--- src/rtl/instruction_cache_if.sv ---
// Instruction cache bus bundle.
// Groups the instruction-unit fetch handshake and the memory-controller fill
// channel into one interface.
//   addrValid/addrIn                     : fetch request (instruction unit -> cache)
//   instrOutValid/instrOut/instrAddrOut  : fetch response (cache -> instruction unit)
//   memRequest/memAddr                   : line fill request (cache -> memory controller)
//   memDataValid/memData                 : fill beats (memory controller -> cache)
// Modports: slave = the cache, master = the environment driving it.
interface instruction_cache_if;
  logic        addrValid;
  logic [31:0] addrIn;
  logic        instrOutValid;
  logic [31:0] instrOut;
  logic [31:0] instrAddrOut;
  logic        memRequest;
  logic [31:0] memAddr;
  logic        memDataValid;
  logic [31:0] memData;

  modport slave (
    input  addrValid, addrIn, memDataValid, memData,
    output instrOutValid, instrOut, instrAddrOut, memRequest, memAddr
  );

  modport master (
    output addrValid, addrIn, memDataValid, memData,
    input  instrOutValid, instrOut, instrAddrOut, memRequest, memAddr
  );
endinterface

--- src/rtl/instruction_cache.sv ---
// Direct-mapped, read-only instruction cache.
// A hit returns the instruction one cycle after the request; a miss fetches
// the whole 4-word line from memory (beats in offset order), installs it and
// then re-looks-up the current address on the following idle cycle.
// Ports:
//   clockIn  : system clock, rising edge
//   resetIn  : asynchronous active-low reset
//   bus      : instruction_cache_if.slave (fetch request/response + fill channel)
//
// state | meaning
// IDLE  | look up addrIn each cycle; hit -> respond, miss -> start fill
// FILL  | collect 4 beats from memory, install line on the last one
module instruction_cache #(
  parameter int INDEX_BITS = 4,
  parameter int LINE_WORDS = 4
) (
  input  logic                clockIn,
  input  logic                resetIn,
  instruction_cache_if.slave  bus
);

  localparam int LINES    = 1 << INDEX_BITS;
  localparam int TAG_BITS = 32 - INDEX_BITS - 4;

  localparam logic [0:0] IDLE = 1'b0;
  localparam logic [0:0] FILL = 1'b1;

  logic [0:0]          state;
  logic [1:0]          beatCount;
  logic [27:0]         missLine;
  logic [LINES-1:0]    lineValid;
  logic [TAG_BITS-1:0] tagMem  [LINES];
  logic [31:0]         dataMem [LINES][LINE_WORDS];
  logic [31:0]         fillBuf [LINE_WORDS];

  logic                outValid;
  logic [31:0]         outInstr;
  logic [31:0]         outAddr;
  logic                memReq;

  logic [TAG_BITS-1:0]   reqTag;
  logic [INDEX_BITS-1:0] reqIndex;
  logic [1:0]            reqWord;
  logic [TAG_BITS-1:0]   fillTag;
  logic [INDEX_BITS-1:0] fillIndex;
  logic                  hit;
  logic                  beatIn;

  assign reqTag    = bus.addrIn[31:INDEX_BITS+4];
  assign reqIndex  = bus.addrIn[INDEX_BITS+3:4];
  assign reqWord   = bus.addrIn[3:2];
  // missLine holds addr[31:4], so the tag/index of the line being filled
  // sit four bits lower inside it.
  assign fillTag   = missLine[27:INDEX_BITS];
  assign fillIndex = missLine[INDEX_BITS-1:0];
  assign hit       = lineValid[reqIndex] && (tagMem[reqIndex] == reqTag);
  assign beatIn    = (state == FILL) && bus.memDataValid;

  assign bus.instrOutValid = outValid;
  assign bus.instrOut      = outInstr;
  assign bus.instrAddrOut  = outAddr;
  assign bus.memRequest    = memReq;
  assign bus.memAddr       = {missLine, 4'b0000};

  always_ff @(posedge clockIn or negedge resetIn) begin
    if (!resetIn) begin
      state     <= IDLE;
      beatCount <= 2'd0;
      missLine  <= '0;
      lineValid <= '0;
      outValid  <= 1'b0;
      outInstr  <= '0;
      outAddr   <= '0;
      memReq    <= 1'b0;
    end else begin
      case (state)
        IDLE: begin
          if (bus.addrValid) begin
            if (hit) begin
              outValid <= 1'b1;
              outInstr <= dataMem[reqIndex][reqWord];
              outAddr  <= bus.addrIn;
            end else begin
              outValid  <= 1'b0;
              memReq    <= 1'b1;
              missLine  <= bus.addrIn[31:4];
              beatCount <= 2'd0;
              state     <= FILL;
            end
          end else begin
            outValid <= 1'b0;
          end
        end
        FILL: begin
          outValid <= 1'b0;
          if (bus.memDataValid) begin
            // 2-bit counter wraps back to 0 on the same edge the line lands.
            beatCount <= beatCount + 2'd1;
            if (beatCount == 2'd3) begin
              lineValid[fillIndex] <= 1'b1;
              memReq               <= 1'b0;
              state                <= IDLE;
            end
          end
        end
        default: state <= IDLE;
      endcase
    end
  end

  // Line storage carries no reset: the valid bits alone decide whether a
  // line may be used, and an aborted fill never reaches the install edge.
  always_ff @(posedge clockIn) begin
    if (beatIn) begin
      fillBuf[beatCount] <= bus.memData;
      if (beatCount == 2'd3) begin
        for (int w = 0; w < LINE_WORDS - 1; w++) begin
          dataMem[fillIndex][w] <= fillBuf[w];
        end
        dataMem[fillIndex][LINE_WORDS-1] <= bus.memData;
        tagMem[fillIndex]                <= fillTag;
      end
    end
  end

endmodule

--- src/flat_wrapper.sv ---
// flat-port wrapper written by rule: the top's interface ports become plain ports
module instruction_cache_flat 
#(
  parameter int INDEX_BITS = 4,
  parameter int LINE_WORDS = 4
)
  (clockIn, resetIn, bus_addrValid, bus_addrIn, bus_memDataValid, bus_memData, bus_instrOutValid, bus_instrOut, bus_instrAddrOut, bus_memRequest, bus_memAddr);
  instruction_cache_if bus_i ();
  input  logic clockIn;
  input  logic resetIn;
  input wire logic [$bits(bus_i.addrValid)-1:0] bus_addrValid;
  input wire logic [$bits(bus_i.addrIn)-1:0] bus_addrIn;
  input wire logic [$bits(bus_i.memDataValid)-1:0] bus_memDataValid;
  input wire logic [$bits(bus_i.memData)-1:0] bus_memData;
  output wire logic [$bits(bus_i.instrOutValid)-1:0] bus_instrOutValid;
  output wire logic [$bits(bus_i.instrOut)-1:0] bus_instrOut;
  output wire logic [$bits(bus_i.instrAddrOut)-1:0] bus_instrAddrOut;
  output wire logic [$bits(bus_i.memRequest)-1:0] bus_memRequest;
  output wire logic [$bits(bus_i.memAddr)-1:0] bus_memAddr;
  assign bus_i.addrValid = bus_addrValid;
  assign bus_i.addrIn = bus_addrIn;
  assign bus_i.memDataValid = bus_memDataValid;
  assign bus_i.memData = bus_memData;
  assign bus_instrOutValid = bus_i.instrOutValid;
  assign bus_instrOut = bus_i.instrOut;
  assign bus_instrAddrOut = bus_i.instrAddrOut;
  assign bus_memRequest = bus_i.memRequest;
  assign bus_memAddr = bus_i.memAddr;
  instruction_cache #(.INDEX_BITS(INDEX_BITS), .LINE_WORDS(LINE_WORDS)) u_core (.clockIn(clockIn), .resetIn(resetIn), .bus(bus_i));
endmodule
--- config.mk ---
export PLATFORM = sky130hd
export DESIGN_NAME = instruction_cache_flat
export DESIGN_NICKNAME = d
export VERILOG_FILES = /design/src/rtl/instruction_cache_if.sv /design/src/rtl/instruction_cache.sv /design/src/flat_wrapper.sv
export SDC_FILE = /design/constraint.sdc
export NUM_CORES = 2
export LEC_CHECK = 0
export BUFFER_PORTS_ARGS = -buffer_cell sky130_fd_sc_hd__clkbuf_2
export CAP_MARGIN = 15
export CORE_UTILIZATION = 35
export CTS_CLUSTER_DIAMETER = 120
export DETAILED_ROUTE_END_ITERATION = 12
export SETUP_SLACK_MARGIN = 0.1
export SYNTH_ARGS = -nofsm -noshare
export SYNTH_HDL_FRONTEND = slang
export SYNTH_SLANG_ARGS = --single-unit
--- constraint.sdc ---
create_clock -name clockIn -period 17.8 [get_ports clockIn]
set_input_delay 3.56 -clock clockIn [delete_from_list [all_inputs] [get_ports clockIn]]
set_output_delay 3.56 -clock clockIn [all_outputs]
set_load 0.02 [all_outputs]
==> qor.json <==
{
  "run_status": "complete, no violations",
  "cts_resized": 0,
  "antenna_violations_before_repair": 22,
  "grt_remaining_overflow": 0,
  "synth.largest_area_cell": "edfxtp_1",
  "post_cts.repair.setup_buffers": 0,
  "fmax_mhz": 118,
  "dieArea_um2": 289000,
  "routedWlPerCell_um": 27.7,
  "synth_seq_area_share_pct": 78.5,
  "pin_count": 166,
  "endpoint_kind": "register",
  "synth_top_area_share_pct": 75.7,
  "power.total_w": 0.0137,
  "ant_nets": 0,
  "vias": 43600,
  "fin_nets": 4414,
  "die-height_um": 537,
  "max-vdd-ir-drop_uv": 77.6,
  "period_share_pct": 47.6,
  "tritoncts_num_sinks": 2641,
  "multi_input_area_um2": 20600,
  "synth.cell_area_um2": 100000,
  "worstPathRequired_ns": 18.52,
  "cts_tree": "done",
  "first_pass_iters": 7,
  "drv_slew": 0,
  "cap_violations": 0,
  "netlist_instances": 4019,
  "asyncSetResetFlopFracSynth_pct": 4.28,
  "fin_worst_skew_ns": 0.0469,
  "hold_viol_final": 0,
  "flow.area_growth_from_synthesis_pct": 13.8,
  "clk_latency_ns": 0.85,
  "route.final.wire_length_um": 230000,
  "critical_path_peak_fanout": 96,
  "synth.top_cells.by_area": "edfxtp_1 76%, mux4_2 17%, dfrtp_1 2.8%",
  "detail_route.vias_per_cell": 5.25,
  "final_core_util_pct": 40.0,
  "port_buffers": 161,
  "num_rows": 196,
  "floorplan.initialDensity_pct": 35.2,
  "crit_path_start_kind": "input pin",
  "p_per_area_nw_per_um2": 120,
  "finalCriticalPeriod_ns": 8.48,
  "synth_edf_count": 2528,
  "grt_pass1_vias": 46000,
  "place.detailed.hpwl_um": 116000,
  "grt_first_pass_wirelength_um": 334000,
  "grt_start_max_net_pins": 156,
  "drc": 0,
  "post_route_cells_drive_above_1_share_pct": 33.7,
  "setup_viol": 0,
  "clkTransAtPathRegs_ns": 0.06,
  "worst_slew_margin_rel_pct": 19.1,
  "synth.lib_cells_used.distinct": 56,
  "dr.max_layer_used": "met5",
  "filler_cell_count": 24500,
  "htree_levels": 5,
  "cts_buffer_depth": 4,
  "yosys_register_bits": 2641,
  "total_leakage_power_nw": 36.1,
  "clockRootBuffer": "clkbuf_16",
  "finalSetupTns_ns": 0,
  "hold_class": "register to register",
  "avgSynthCellArea_um2": 25.0,
  "placeableCoreArea_um2": 285000,
  "grtUsageTotal_pct": 16.0,
  "most-common-layout-cells": "2,528 x edfxtp_1, 745 x mux4_2, 281 x clkbuf_16",
  "gpl.final_weighted_congestion": 0.719,
  "yosys_most_used_dff": "edfxtp_1",
  "met3_wirelength_um": 12400,
  "arrival_time_at_the_worst_endpoint_ns": 9.20,
  "chipWidth_um": 537,
  "met1_length_um": 97000,
  "grt_setup_unrepaired": "no",
  "cts_buffers": 271,
  "worstMarginPinSlew_ns": 1.21,
  "critical_path_class": "input pin to register",
  "sequential_cell_area_um2": 78700,
  "dr.first_iter.drc_count": 3971,
  "met2_wire_length_um": 116000,
  "syn_warnings": 0,
  "cts_hold_buffers": 0,
  "layout_commonest_cell": "edfxtp_1"
}
path summary, 6_finish.rpt:
path                                                           endpoint  cells past startpoint                             start  slack (ns)
worst min-delay path                   u_core.lineValid[11]$_DFFE_PN0P_                      1  u_core.lineValid[11]$_DFFE_PN0P_        0.47
worst min register to register         u_core.lineValid[11]$_DFFE_PN0P_                      1  u_core.lineValid[11]$_DFFE_PN0P_        0.47
max in group asynchronous       u_core.bus.instrAddrOut[10]$_DFFE_PN0P_                      2                           resetIn       13.89
min in group asynchronous           u_core.bus.instrOut[25]$_DFFE_PN0P_                      1                           resetIn        2.66
worst max-delay path                u_core.bus.instrOut[20]$_DFFE_PN0P_                     12                     bus_addrIn[5]        9.32
worst max register to register          u_core.dataMem[8][49]$_DFFE_PP_                      8   u_core.beatCount[0]$_DFFE_PN0P_       12.92
cell usage after synthesis (all sizes together), types with 3 or more instances:
library cell  number
a211oi             4
a21o               3
a21oi             11
a221oi             7
a22o               4
and3               4
buf              159
clkbuf            46
dfrtp            113
edfxtp          2528
ha                 4
inv                9
mux2             116
mux2i             61
mux4             745
nand2             23
nand2b            13
nand3             12
nand3b             4
nand4              4
nor2              23
nor2b              4
nor3               8
nor3b              4
nor4              10
o211ai             8
o21ai             10
o221ai             4
o22ai             13
or2               16
xnor2             21
xor2               5
state kept, by name (all words and copies together) (netlist names):
| name | count |
|---|---|
| u_core.lineValid | 16 |
| u_core.state | 1 |
| u_core.tagMem | 384 |
| u_core.fillBuf | 96 |
| u_core.missLine | 28 |
| u_core.beatCount | 2 |
| u_core.bus.instrOut | 32 |
| u_core.bus.instrOutValid | 1 |
| u_core.bus.instrAddrOut | 32 |
| u_core.bus.memRequest | 1 |
| u_core.dataMem | 2048 |
metal layers:
metal | GRT usage [%] | up-vias
met5 | 0 | -
met2 | 27.0 | 1262
li1 | - | 18000
met1 | 21.5 | 24100
met3 | 2.75 | 312
met4 | 3.77 | 14
where the power goes:
part	switching [W]	internal, W	total, W
Clock	0.00231	0.00315	0.00546
Sequential	0.000298	0.00722	0.00752
Combinational	0.000451	0.000310	0.000762
layout make-up:
class / count / share of cell area (%)
well taps: 3762 / 4.12
flip-flops and latches: 2641 / 68.9
inverters: 10 / 0.0329
clock inverters: 128 / 0.933
diodes: 4 / 0.00876
clock buffers: 344 / 6.46
repair buffers: 252 / 1.44
multi-input cells: 1166 / 18.1
per-stage QoR:
step | area (um^2) | hold WS (ns) | setup slack [ns] | instances
3_3_place_gp | 106000 | 0.446 | 8.37 | 7831
4_1_cts | 114000 | 0.467 | 9.31 | 8303
2_1_floorplan | 100000 | 0.434 | 2.39 | 4022
6_report | 114000 | 0.466 | 9.32 | 8307
5_1_grt | 114000 | 0.480 | 9.08 | 8305
3_5_place_dp | 106000 | 0.453 | 8.39 | 7831
cells by family (layout without fill, tap and decap cells):
group                    after synthesis  count (layout)  synth area share, %
multiplexers                         922             922                 18.9
adder cells (fa/ha/maj)                4               4               0.0499
other                                  1               8              0.00374
XOR/XNOR                              26              26                0.227
AO/OA/AOI/OAI                         77              77                0.547
AND/OR/NAND/NOR                      133             133                0.727
flip-flops                          2641            2641                 78.5
buffers and inverters                215             734                 1.11
critical path: stages:
cell and delay, ns:
buf_8 0.67, buf_4 0.91, buf_4 0.94, mux4_2 0.40, o311ai_0 0.13, nand2_1 0.13
nand3_1 0.13, a2111oi_2 0.57, nand4b_1 0.20, buf_4 0.36, buf_4 0.43, mux2_4 0.40
No activity file was read; power rests on OpenSTA's default activity.
